`src/rtl/divider_pkg.sv`:
```
// Shared definitions for the histogram/CDF divider path.
//
// Contents:
//   - 3-bit state encodings for the divider scratch-memory sequencer,
//     wrapped in an enum for readable FSM code
//   - default scratch base addresses shared with the divider and the
//     scratch memory
//   - clog2 helper used to size index and counter widths
package divider_pkg;

  localparam logic [2:0] S_IDLE     = 3'd0;
  localparam logic [2:0] S_READ     = 3'd1;
  localparam logic [2:0] S_WAIT_RD  = 3'd2;
  localparam logic [2:0] S_WAIT_DIV = 3'd3;
  localparam logic [2:0] S_WRITE    = 3'd4;
  localparam logic [2:0] S_DONE     = 3'd5;

  typedef enum logic [2:0] {
    ST_IDLE     = S_IDLE,
    ST_READ     = S_READ,
    ST_WAIT_RD  = S_WAIT_RD,
    ST_WAIT_DIV = S_WAIT_DIV,
    ST_WRITE    = S_WRITE,
    ST_DONE     = S_DONE
  } state_e;

  localparam int DEF_RD1_BASE = 0;
  localparam int DEF_RD2_BASE = 256;
  localparam int DEF_WT_BASE  = 512;

  // Ceiling log2, never smaller than 1 so it can size a vector directly.
  function automatic int clog2(input int value);
    int r;
    r = 0;
    while ((1 << r) < value) r++;
    return (r < 1) ? 1 : r;
  endfunction

endpackage

```
`src/rtl/divider_addr_gen.sv`:
```
// Index and address generator for the divider scratch-memory sequencer.
//
// Holds the entry index and the run configuration latched at start, and
// keeps the three scratch addresses registered so they stay stable between
// updates.
//
// Ports:
//   clk, reset        clock, synchronous active-high reset
//   start             begin a run: index=0, latch mode and length
//   advance           move to the next entry (issued at the end of WRITE)
//   wt_load           capture the write address for the current entry
//   mode              0: fixed denominator address, 1: indexed
//   cfg_len           requested entry count (0 or too large -> N_ENTRIES)
//   rd_addr1          numerator read address
//   rd_addr2          denominator read address
//   wt_addr           result write address
//   last              current index is the final entry of the run
module divider_addr_gen
  import divider_pkg::*;
#(
  parameter int ADDR_W    = 16,
  parameter int N_ENTRIES = 256,
  parameter int CNT_W     = clog2(N_ENTRIES + 1),
  parameter int RD1_BASE  = DEF_RD1_BASE,
  parameter int RD2_BASE  = DEF_RD2_BASE,
  parameter int WT_BASE   = DEF_WT_BASE
) (
  input  logic              clk,
  input  logic              reset,
  input  logic              start,
  input  logic              advance,
  input  logic              wt_load,
  input  logic              mode,
  input  logic [CNT_W-1:0]  cfg_len,
  output logic [ADDR_W-1:0] rd_addr1,
  output logic [ADDR_W-1:0] rd_addr2,
  output logic [ADDR_W-1:0] wt_addr,
  output logic              last
);

  localparam logic [CNT_W-1:0]  MAX_LEN = CNT_W'(N_ENTRIES);
  localparam logic [ADDR_W-1:0] RD1_A   = ADDR_W'(RD1_BASE);
  localparam logic [ADDR_W-1:0] RD2_A   = ADDR_W'(RD2_BASE);
  localparam logic [ADDR_W-1:0] WT_A    = ADDR_W'(WT_BASE);

  logic [CNT_W-1:0]  idx_q, idx_d, idx_inc;
  logic [CNT_W-1:0]  len_q, len_d;
  logic              mode_q, mode_d;
  logic [ADDR_W-1:0] rd_addr1_q, rd_addr1_d;
  logic [ADDR_W-1:0] rd_addr2_q, rd_addr2_d;
  logic [ADDR_W-1:0] wt_addr_q, wt_addr_d;

  // Addresses are computed from the index the next READ will use, so they
  // are already valid during the READ cycle; base+i wraps modulo 2^ADDR_W.
  always_comb begin
    idx_d      = idx_q;
    len_d      = len_q;
    mode_d     = mode_q;
    rd_addr1_d = rd_addr1_q;
    rd_addr2_d = rd_addr2_q;
    wt_addr_d  = wt_addr_q;
    idx_inc    = idx_q + CNT_W'(1);

    if (start) begin
      idx_d      = '0;
      mode_d     = mode;
      len_d      = (cfg_len == '0 || cfg_len > MAX_LEN) ? MAX_LEN : cfg_len;
      rd_addr1_d = RD1_A;
      rd_addr2_d = RD2_A;
    end else if (advance) begin
      idx_d      = idx_inc;
      rd_addr1_d = RD1_A + ADDR_W'(idx_inc);
      rd_addr2_d = mode_q ? (RD2_A + ADDR_W'(idx_inc)) : RD2_A;
    end

    if (wt_load) begin
      wt_addr_d = WT_A + ADDR_W'(idx_q);
    end
  end

  always_ff @(posedge clk) begin
    if (reset) begin
      idx_q      <= '0;
      len_q      <= '0;
      mode_q     <= 1'b0;
      rd_addr1_q <= '0;
      rd_addr2_q <= '0;
      wt_addr_q  <= '0;
    end else begin
      idx_q      <= idx_d;
      len_q      <= len_d;
      mode_q     <= mode_d;
      rd_addr1_q <= rd_addr1_d;
      rd_addr2_q <= rd_addr2_d;
      wt_addr_q  <= wt_addr_d;
    end
  end

  assign rd_addr1 = rd_addr1_q;
  assign rd_addr2 = rd_addr2_q;
  assign wt_addr  = wt_addr_q;
  assign last     = (idx_q == (len_q - CNT_W'(1)));

endmodule

```
`src/rtl/divider_mem_seq.sv`:
```
// Divider scratch-memory sequencer.
//
// Walks up to N_ENTRIES CDF entries. For each entry it issues the numerator
// and denominator reads, waits RD_LAT cycles for the data, pulses
// sc_mem_rd_data_rdy to hand it to the divider, waits for div_done and then
// issues one scratch write of the result.
//
// Ports:
//   clk, reset            clock, synchronous active-high reset
//   enable                start request (only honoured in IDLE)
//   mode                  denominator addressing mode, latched at start
//   cfg_len               entry count, latched at start
//   div_done              divider result valid (only honoured in WAIT_DIV)
//   sc_mem_rd_addr1/2     numerator / denominator read addresses
//   sc_mem_wt_addr        result write address
//   sc_mem_rd_data_rdy    one-cycle read-data-valid pulse
//   sc_mem_wt_en          one-cycle write strobe
//   sc_mem_rd_done        sticky: final read delivered
//   sc_mem_wt_done        sticky: final write issued
//   busy                  sequencer is not idle
module divider_mem_seq
  import divider_pkg::*;
#(
  parameter int ADDR_W    = 16,
  parameter int N_ENTRIES = 256,
  parameter int CNT_W     = clog2(N_ENTRIES + 1),
  parameter int RD_LAT    = 1,
  parameter int RD1_BASE  = DEF_RD1_BASE,
  parameter int RD2_BASE  = DEF_RD2_BASE,
  parameter int WT_BASE   = DEF_WT_BASE
) (
  input  logic              clk,
  input  logic              reset,
  input  logic              enable,
  input  logic              mode,
  input  logic [CNT_W-1:0]  cfg_len,
  input  logic              div_done,
  output logic [ADDR_W-1:0] sc_mem_rd_addr1,
  output logic [ADDR_W-1:0] sc_mem_rd_addr2,
  output logic [ADDR_W-1:0] sc_mem_wt_addr,
  output logic              sc_mem_rd_data_rdy,
  output logic              sc_mem_wt_en,
  output logic              sc_mem_rd_done,
  output logic              sc_mem_wt_done,
  output logic              busy
);

  localparam int              LAT_W   = clog2(RD_LAT + 1);
  localparam logic [LAT_W-1:0] LAT_END = LAT_W'(RD_LAT - 1);

  state_e           state_q, state_d;
  logic [LAT_W-1:0] lat_q, lat_d;
  logic             rdy_q, rdy_d;
  logic             wt_en_q, wt_en_d;
  logic             rd_done_q, rd_done_d;
  logic             wt_done_q, wt_done_d;
  logic             busy_q, busy_d;
  logic             start, advance, wt_load, last;

  divider_addr_gen #(
    .ADDR_W    (ADDR_W),
    .N_ENTRIES (N_ENTRIES),
    .CNT_W     (CNT_W),
    .RD1_BASE  (RD1_BASE),
    .RD2_BASE  (RD2_BASE),
    .WT_BASE   (WT_BASE)
  ) u_addr_gen (
    .clk      (clk),
    .reset    (reset),
    .start    (start),
    .advance  (advance),
    .wt_load  (wt_load),
    .mode     (mode),
    .cfg_len  (cfg_len),
    .rd_addr1 (sc_mem_rd_addr1),
    .rd_addr2 (sc_mem_rd_addr2),
    .wt_addr  (sc_mem_wt_addr),
    .last     (last)
  );

  // All status outputs are registered from the next state, so they line up
  // with the state they describe. WAIT_RD lasts RD_LAT cycles and the ready
  // pulse lands on its final cycle, RD_LAT cycles after READ.
  always_comb begin
    state_d = state_q;
    lat_d   = lat_q;
    start   = 1'b0;
    advance = 1'b0;
    wt_load = 1'b0;

    case (state_q)
      ST_IDLE: begin
        if (enable) begin
          start   = 1'b1;
          state_d = ST_READ;
        end
      end
      ST_READ: begin
        lat_d   = '0;
        state_d = ST_WAIT_RD;
      end
      ST_WAIT_RD: begin
        if (lat_q == LAT_END) state_d = ST_WAIT_DIV;
        else                  lat_d   = lat_q + LAT_W'(1);
      end
      ST_WAIT_DIV: begin
        if (div_done) begin
          wt_load = 1'b1;
          state_d = ST_WRITE;
        end
      end
      ST_WRITE: begin
        if (last) begin
          state_d = ST_DONE;
        end else begin
          advance = 1'b1;
          state_d = ST_READ;
        end
      end
      ST_DONE: state_d = ST_IDLE;
      default: state_d = ST_IDLE;
    endcase

    rdy_d     = (state_d == ST_WAIT_RD) && (lat_d == LAT_END);
    wt_en_d   = (state_d == ST_WRITE);
    busy_d    = (state_d != ST_IDLE);
    rd_done_d = start ? 1'b0 : (rd_done_q | (rdy_d & last));
    wt_done_d = start ? 1'b0 : (wt_done_q | (state_d == ST_DONE));
  end

  // Reset aborts a run on the spot; the write strobe is never raised.
  always_ff @(posedge clk) begin
    if (reset) begin
      state_q   <= ST_IDLE;
      lat_q     <= '0;
      rdy_q     <= 1'b0;
      wt_en_q   <= 1'b0;
      rd_done_q <= 1'b0;
      wt_done_q <= 1'b0;
      busy_q    <= 1'b0;
    end else begin
      state_q   <= state_d;
      lat_q     <= lat_d;
      rdy_q     <= rdy_d;
      wt_en_q   <= wt_en_d;
      rd_done_q <= rd_done_d;
      wt_done_q <= wt_done_d;
      busy_q    <= busy_d;
    end
  end

  assign sc_mem_rd_data_rdy = rdy_q;
  assign sc_mem_wt_en       = wt_en_q;
  assign sc_mem_rd_done     = rd_done_q;
  assign sc_mem_wt_done     = wt_done_q;
  assign busy               = busy_q;

endmodule

```
`config.mk`:
```
export PLATFORM = sky130hd
export DESIGN_NAME = divider_mem_seq
export DESIGN_NICKNAME = d
export VERILOG_FILES = /design/src/rtl/divider_pkg.sv /design/src/rtl/divider_addr_gen.sv /design/src/rtl/divider_mem_seq.sv
export SDC_FILE = /design/constraint.sdc
export NUM_CORES = 1
export LEC_CHECK = 0
export BUFFER_PORTS_ARGS = -buffer_cell sky130_fd_sc_hd__buf_2
export CORE_MARGIN = 3
export CORE_UTILIZATION = 45
export DETAILED_ROUTE_END_ITERATION = 10
export GPL_ROUTABILITY_DRIVEN = 0
export GPL_TIMING_DRIVEN = 0
export PLACE_DENSITY = 0.74
export SYNTH_ARGS = -nofsm -noshare
export SYNTH_HDL_FRONTEND = slang
export SYNTH_SLANG_ARGS = --single-unit
export TNS_END_PERCENT = 20
```
`constraint.sdc`:
```
create_clock -name clk -period 6.5 [get_ports clk]
set_input_delay 0.65 -clock clk [delete_from_list [all_inputs] [get_ports clk]]
set_output_delay 0.65 -clock clk [all_outputs]
set_load 0.02 [all_outputs]
```
==> reports/summary.txt, run 1 <==
DRT Pass-1 Iters: 5
Post-route DRC: 0
Library cells used by synthesis: 45
CTS tree: yes
Routed length per instance: 13.1 um
Post-CTS Resized: 0
Path type of the worst min-delay path: reg2reg
Port Buf Inserts: 47
Placed Cells: 442
Crit-path slowest cell: a2111oi_0
Worst slew margin: 0.481
FF-to-FF setup slack: 3.71 ns
Layout Nets: 396
Worst skew pair latency: 0.30 ns
DP HPWL: 4.44 mm
Final period utilization: 0.429
Post-synth top area cell: dfxtp_1
Die area: 6500 sq um
Cells after synthesis: 307
Setup Skew: 0.00598 ns
Most used cell, CP: xnor2_1
Final Core Density: 0.572
Synth Register Bits: 48
Maxcap violations: 0
Post-synthesis average cell area: 8.17 sq um
Final cell count without fillers: 448
Num Clock Sinks: 48
Max Fclk: 359 MHz
Number of synthesized flops with an enable pin: 0
Hold_ws: 0.457 ns
Status: finished clean
P_leak: 1.25 nW
Drt total wl: 5.87 mm
CTS max path bufs: 2
DIE HEIGHT: 80.6 um
Crit path capture type: flip-flop
Register area share after synthesis: 0.383
Final hold vios: 0
Worst-path fanout max: 10
DR iter-0 viols: 129
Cell Pwr Density: 202 nW/um^2
Actual slew at the worst max-slew pin: 0.759 ns
Crit path cell chain: clkbuf_1, xnor2_1, xnor2_1, a2111oi_0, o2111a_2, buf_6, buf_2, nor2_1, a211oi_1
# IOs: 67
Unrepaired setup endpoints after global routing: false
Setup violators final: 0
Slowest stage delay, CP: 0.69 ns
Setup CP Type: reg2reg
Via count: 2282
Core area: 5240 sq um
Largest net degree at the start of global routing: 14
Commonest non-fill, non-tap cells in the layout: buf_2 (50), dfxtp_1 (48), nand2_1 (39)
First-pass GRT wire length: 9.79 mm
Final min period: 2.79 ns
Htree depth: 2
Tot GR Track Use: 0.192
Initial antenna violation count: 0
Reg clk slew, reported paths: 0.08 ns
Commonest non-fill, non-tap cell in the layout: buf_2
Max-slew violation count: 0
Synth Warn #: 0
Dpl ws: 3.81 ns
Critical path arrival: 3.00 ns
Required time worst endpoint: 6.72 ns
Ys async rst share: 0
Num CTS Buffers: 5
Clk root buf: clkbuf_8
Initial Util: 0.479
Top_reg_cell synth: dfxtp_1
Setup_tns: 0 ns
Largest cells by area after synthesis: dfxtp_1 (38%), a21oi_1 (6.8%), nand2_1 (5.8%), buf_4 (5.7%), xnor2_1 (4.2%)
Chip Width: 80.6 um
Worst setup margin: 3.71 ns
Syn Std Cell Area: 2510 sq um
Fraction of layout cells with a size suffix above 1: 0.222
Top-area cell type share of the netlist area: 0.383
Grt total ovfl: 0
Vias in the first global route: 2174
CTS Hold Buffers Added: 0
Vias per cell: 5.09
Number of setup buffers added after CTS: 0
Core Rows: 26
N_diodes: 0
Final ANT Viol Nets: 0
CP startpoint kind: flip-flop
Area Overhead vs Synth: 19.5%
VDD IR max: 0.000144 V
Fill cells: 510
layout make-up:
cell class / count / area, sq um / area share
Multi-Input combinational cell: 228 / 1340 / 0.447
Sequential cell: 48 / 961 / 0.321
Buffer: 41 / 244 / 0.0814
Timing Repair Buffer: 47 / 235 / 0.0785
Tap cell: 70 / 87.6 / 0.0292
Clock buffer: 5 / 68.8 / 0.0230
Clock inverter: 1 / 30.0 / 0.0100
Inverter: 8 / 30.0 / 0.0100
where the power goes:
| part | switching (mW) | internal, mW | leakage [nW] |
|---|---|---|---|
| Sequential | 0.00598 | 0.301 | 0.389 |
| Combinational | 0.0563 | 0.0366 | 0.812 |
| Clock | 0.0946 | 0.110 | 0.0501 |
flip-flops by register name, summed over array words and instances, names as in the netlist, 3 cells and up:
signal               cells
u_addr_gen.rd_addr2     10
u_addr_gen.len_q         9
u_addr_gen.wt_addr      10
state_q                  3
u_addr_gen.idx_q         9
final timing paths:
path	startpoint	to	cells past startpoint
max	u_addr_gen.idx_q[3]$_SDFFE_PP0P_	u_addr_gen.rd_addr2[8]$_SDFFE_PP0P_	9
min	u_addr_gen.wt_addr[6]$_SDFFE_PP0P_	u_addr_gen.wt_addr[6]$_SDFFE_PP0P_	2
max reg2reg	u_addr_gen.idx_q[3]$_SDFFE_PP0P_	u_addr_gen.rd_addr2[8]$_SDFFE_PP0P_	9
min reg2reg	u_addr_gen.wt_addr[6]$_SDFFE_PP0P_	u_addr_gen.wt_addr[6]$_SDFFE_PP0P_	2
worst max-delay path, delay by kind of cell, from the launching register on:
family	cells	cell delay [ns]
and+or+nand+nor	1	0.09
DFF	1	0.35
AOI/OAI and AO/OA	3	1.28
xor gates and xnor gates	2	0.28
buffers and inverters	3	0.70
synthesized netlist by cell type (2+ instances only):
library cell,count
nand4_1,3
buf_6,2
inv_1,8
dfxtp_1,48
xnor2_1,12
buf_2,3
a21o_1,2
nand3b_1,9
nor4b_1,2
nor2b_1,2
nand3_1,16
xor2_1,6
clkbuf_1,15
mux2i_1,8
a211oi_1,4
nor4_1,4
o31ai_1,7
a21oi_1,34
ha_1,3
or2_2,2
or4_1,6
nor3_1,4
nor2_1,17
and2_1,3
and3_1,2
buf_4,19
nand2_1,39
nand2b_1,5
buf_1,2
o21ai_0,5
layer usage:
metal,wire length (um),up-vias,GRT usage
li1,-,1163,-
met1,2770,1046,0.248
met2,2630,64,0.308
met3,372,9,0.0583
met4,95,0,0.0557
met5,0,-,0
cell families after synthesis:
logic type / count (synthesis) / share of synthesized area
buffers and inverters: 49 / 0.109
flip-flops: 48 / 0.383
XOR/XNOR: 18 / 0.0629
multiplexers: 8 / 0.0319
other: 1 / 0.00150
AO/OA/AOI/OAI: 60 / 0.149
AND/OR/NAND/NOR: 120 / 0.248
adder cells (fa/ha/maj): 3 / 0.0150
per-stage QoR:
stage / total power, mW / area (sq um)
final: 0.605 / 3000
after global routing: 0.636 / 3000
after CTS: 0.607 / 3000
after detailed placement: 0.405 / 2900
after global placement: 0.403 / 2900
after floorplan: 0.385 / 2570
Note: power is estimated with default switching activity, not from simulation.
==> run 2: changes to the inputs <==
--- a/config.mk
+++ b/config.mk
@@ -11,7 +11,7 @@
 export DETAILED_ROUTE_END_ITERATION = 10
 export GPL_ROUTABILITY_DRIVEN = 0
 export GPL_TIMING_DRIVEN = 0
-export PLACE_DENSITY = 0.74
+export PLACE_DENSITY = 0.77
 export SYNTH_ARGS = -nofsm -noshare
 export SYNTH_HDL_FRONTEND = slang
 export SYNTH_SLANG_ARGS = --single-unit
==> constraint.sdc (replaced) <==
create_clock -name clk -period 2.3 [get_ports clk]
set_input_delay 0.23 -clock clk [delete_from_list [all_inputs] [get_ports clk]]
set_output_delay 0.23 -clock clk [all_outputs]
set_load 0.02 [all_outputs]
==> run 2 against run 1 <==
  * First-iteration DRC count fell by 2.3%
  * Clock power rose to 2.6 times the previous value
  * The flow now finishes with violations (setup timing)
  * Highest routed layer unchanged
  * Clock skew fell by 0.0023 ns
==> reports/summary.txt, run 2 (synthesis results as in run 1) <==
Status: finished, violations left
Violated checks: setup timing
P_leak: 1.30 nW (+3.8%)
Maxcap violations: 0 (unchanged)
Layout Nets: 401 (+1.3%)
Chip Width: 80.6 um (unchanged)
Worst slew margin: 0.638 (+0.157)
Setup CP Type: reg2reg
WHS Endpoint: u_addr_gen.mode_q$_SDFFE_PP0P_
Sequential cell area: 967 sq um (+0.65%)
Finished Cell Area: 3140 sq um (+4.9%)
Largest net degree at the start of global routing: 15 (+1)
Vias in the first global route: 2316 (+6.5%)
Die area: 6500 sq um (unchanged)
FF-to-FF setup slack: -0.07 ns (-3.78 ns)
Unrepaired setup endpoints after global routing: true
Max-slew violation count: 0 (unchanged)
Reg2reg path depth: 7 (-2)
Num CTS Buffers: 5 (unchanged)
Worst reg2reg startpoint: u_addr_gen.len_q[3]$_SDFFE_PP0P_
Reg clk slew, reported paths: 0.09 ns (about the same)
Worst setup margin: -0.0652 ns (-3.78 ns)
Grt total ovfl: 0 (unchanged)
Max Fclk: 423 MHz (+18%)
Actual slew at the worst max-slew pin: 0.544 ns (-0.215 ns)
N_diodes: 0 (unchanged)
Tot GR Track Use: 0.202 (+0.00959)
DRT Pass-1 Iters: 4 (-1)
Worst skew pair latency: 0.30 ns (about the same)
Core Rows: 26 (unchanged)
Via count: 2355 (+3.2%)
Reg2Reg Capture Point: u_addr_gen.idx_q[8]$_SDFFE_PP0P_
Initial antenna violation count: 0 (unchanged)
Htree depth: 2 (unchanged)
Post-route DRC: 0 (unchanged)
Crit-path slowest cell: or4_4
DP HPWL: 4.45 mm (+0.30%)
VDD IR max: 0.000363 V (+150%)
DIE HEIGHT: 80.6 um (unchanged)
CTS max path bufs: 2 (unchanged)
Critical path arrival: 2.60 ns (-0.40 ns)
CTS Hold Buffers Added: 0 (unchanged)
CTS tree: yes
Min-delay src: mode
Worst-path fanout max: 8 (-2)
Hold_ws: 0.173 ns (-0.284 ns)
Final min period: 2.37 ns (-0.421 ns)
First-pass GRT wire length: 10.2 mm (+4.4%)
Fraction of layout cells with a size suffix above 1: 0.286 (+0.0635)
Area Overhead vs Synth: 25.4%
Crit path cell chain: or4_4, o41ai_4, a211oi_2, o2111a_2, buf_6, or4_4, a21oi_1
Setup Skew: 0.00367 ns (-0.00231 ns)
# IOs: 67 (unchanged)
Post-DP Area: 2900 sq um (about the same)
Final period utilization: 1.03 (+0.600)
Final hold vios: 0 (unchanged)
Slowest stage delay, CP: 0.55 ns (-0.14 ns)
Num Clock Sinks: 48 (unchanged)
Final ANT Viol Nets: 0 (unchanged)
WHS Path Cells: 3 (+1)
Cell Pwr Density: 533 nW/um^2 (+160%)
Drt total wl: 6.18 mm (+5.4%)
Core area: 5240 sq um (unchanged)
Multi-input gate area in the final layout: 1430 sq um (+7.0%)
Port Buf Inserts: 47 (unchanged)
Final Core Density: 0.600 (+0.0282)
Vias per cell: 5.18 (+1.6%)
Required time worst endpoint: 2.54 ns (-4.18 ns)
DR iter-0 viols: 126 (-2.3%)
Crit path capture type: flip-flop
Fill cells: 478 (-6.3%)
Setup violators final: 3 (+3)
Path type of the worst min-delay path: in2reg
Commonest non-fill, non-tap cell in the layout: buf_2
Commonest non-fill, non-tap cells in the layout: buf_2 (49), dfxtp_1 (45), nand2_1 (39)
Routed length per instance: 13.6 um (+3.8%)
CP startpoint kind: flip-flop
Most used cell, CP: or4_4
Initial Util: 0.479 (unchanged)
Clk root buf: clkbuf_8
-- run 2: final cells by class --
class,count,share of cell area
Clock inverter,1,0.00239
Timing Repair Buffer,53,0.0891
Inverter,8,0.00955
Clock buffer,7,0.0275
Sequential cell,48,0.308
Tap cell,70,0.0279
Buffer,40,0.0800
Multi-Input combinational cell,228,0.456
-- run 2: metal layers --
layer  vias to the layer above  track usage  wire length [um]
li1                       1181            -                 -
met5                         -            0                 0
met3                        12       0.0561               336
met1                      1095        0.245              2810
met2                        67        0.334              2940
met4                         0       0.0828                94
-- run 2: power breakdown --
part | switching (mW) | internal (mW) | total [mW] | leakage [nW]
clock network | 0.281 | 0.245 | 0.525 | 0.0445
registers | 0.0171 | 0.850 | 0.868 | 0.390
logic | 0.172 | 0.113 | 0.284 | 0.863
-- run 2: stage by stage --
step	setup TNS, ns	total power, mW	std cells	worst slack, ns
3_3_place_gp	-2.61	1.14	442	-0.272
6_report	-0.133	1.68	455	-0.0652
4_1_cts	-0.291	1.67	455	-0.0472
2_1_floorplan	-0.0376	1.09	325	-0.0126
5_1_grt	-1.02	1.76	455	-0.156
3_5_place_dp	-3.65	1.15	442	-0.313
-- run 2: critical path: cells and delay by family, from the launching register on --
family,cells,cell delay [ns]
AO/OA/AOI/OAI,4,0.75
flip-flops,1,0.35
buffers and inverters,1,0.15
AND/OR/NAND/NOR,2,1.02
-- run 2: worst max-delay path by stage --
stage | startpoint | end | slack, ns | depth (start not counted)
final | u_addr_gen.len_q[3]$_SDFFE_PP0P_ | u_addr_gen.idx_q[8]$_SDFFE_PP0P_ | -0.07 | 7
after global routing | u_addr_gen.len_q[3]$_SDFFE_PP0P_ | u_addr_gen.idx_q[7]$_SDFFE_PP0P_ | -0.16 | 7
after CTS | u_addr_gen.len_q[3]$_SDFFE_PP0P_ | u_addr_gen.idx_q[8]$_SDFFE_PP0P_ | -0.05 | 7
after detailed placement | u_addr_gen.idx_q[3]$_SDFFE_PP0P_ | u_addr_gen.rd_addr2[9]$_SDFFE_PP0P_ | -0.31 | 9
after floorplan | u_addr_gen.len_q[2]$_SDFFE_PP0P_ | u_addr_gen.idx_q[7]$_SDFFE_PP0P_ | -0.01 | 8
after global placement | u_addr_gen.idx_q[3]$_SDFFE_PP0P_ | u_addr_gen.rd_addr2[9]$_SDFFE_PP0P_ | -0.27 | 9
-- run 2: repair_timing --
action	in CTS	in global routing
endpoints found under the setup margin	22	22
gates resized for setup	12	16
buffers inserted	6	0
gates cloned	0	0
pin swaps	7	5
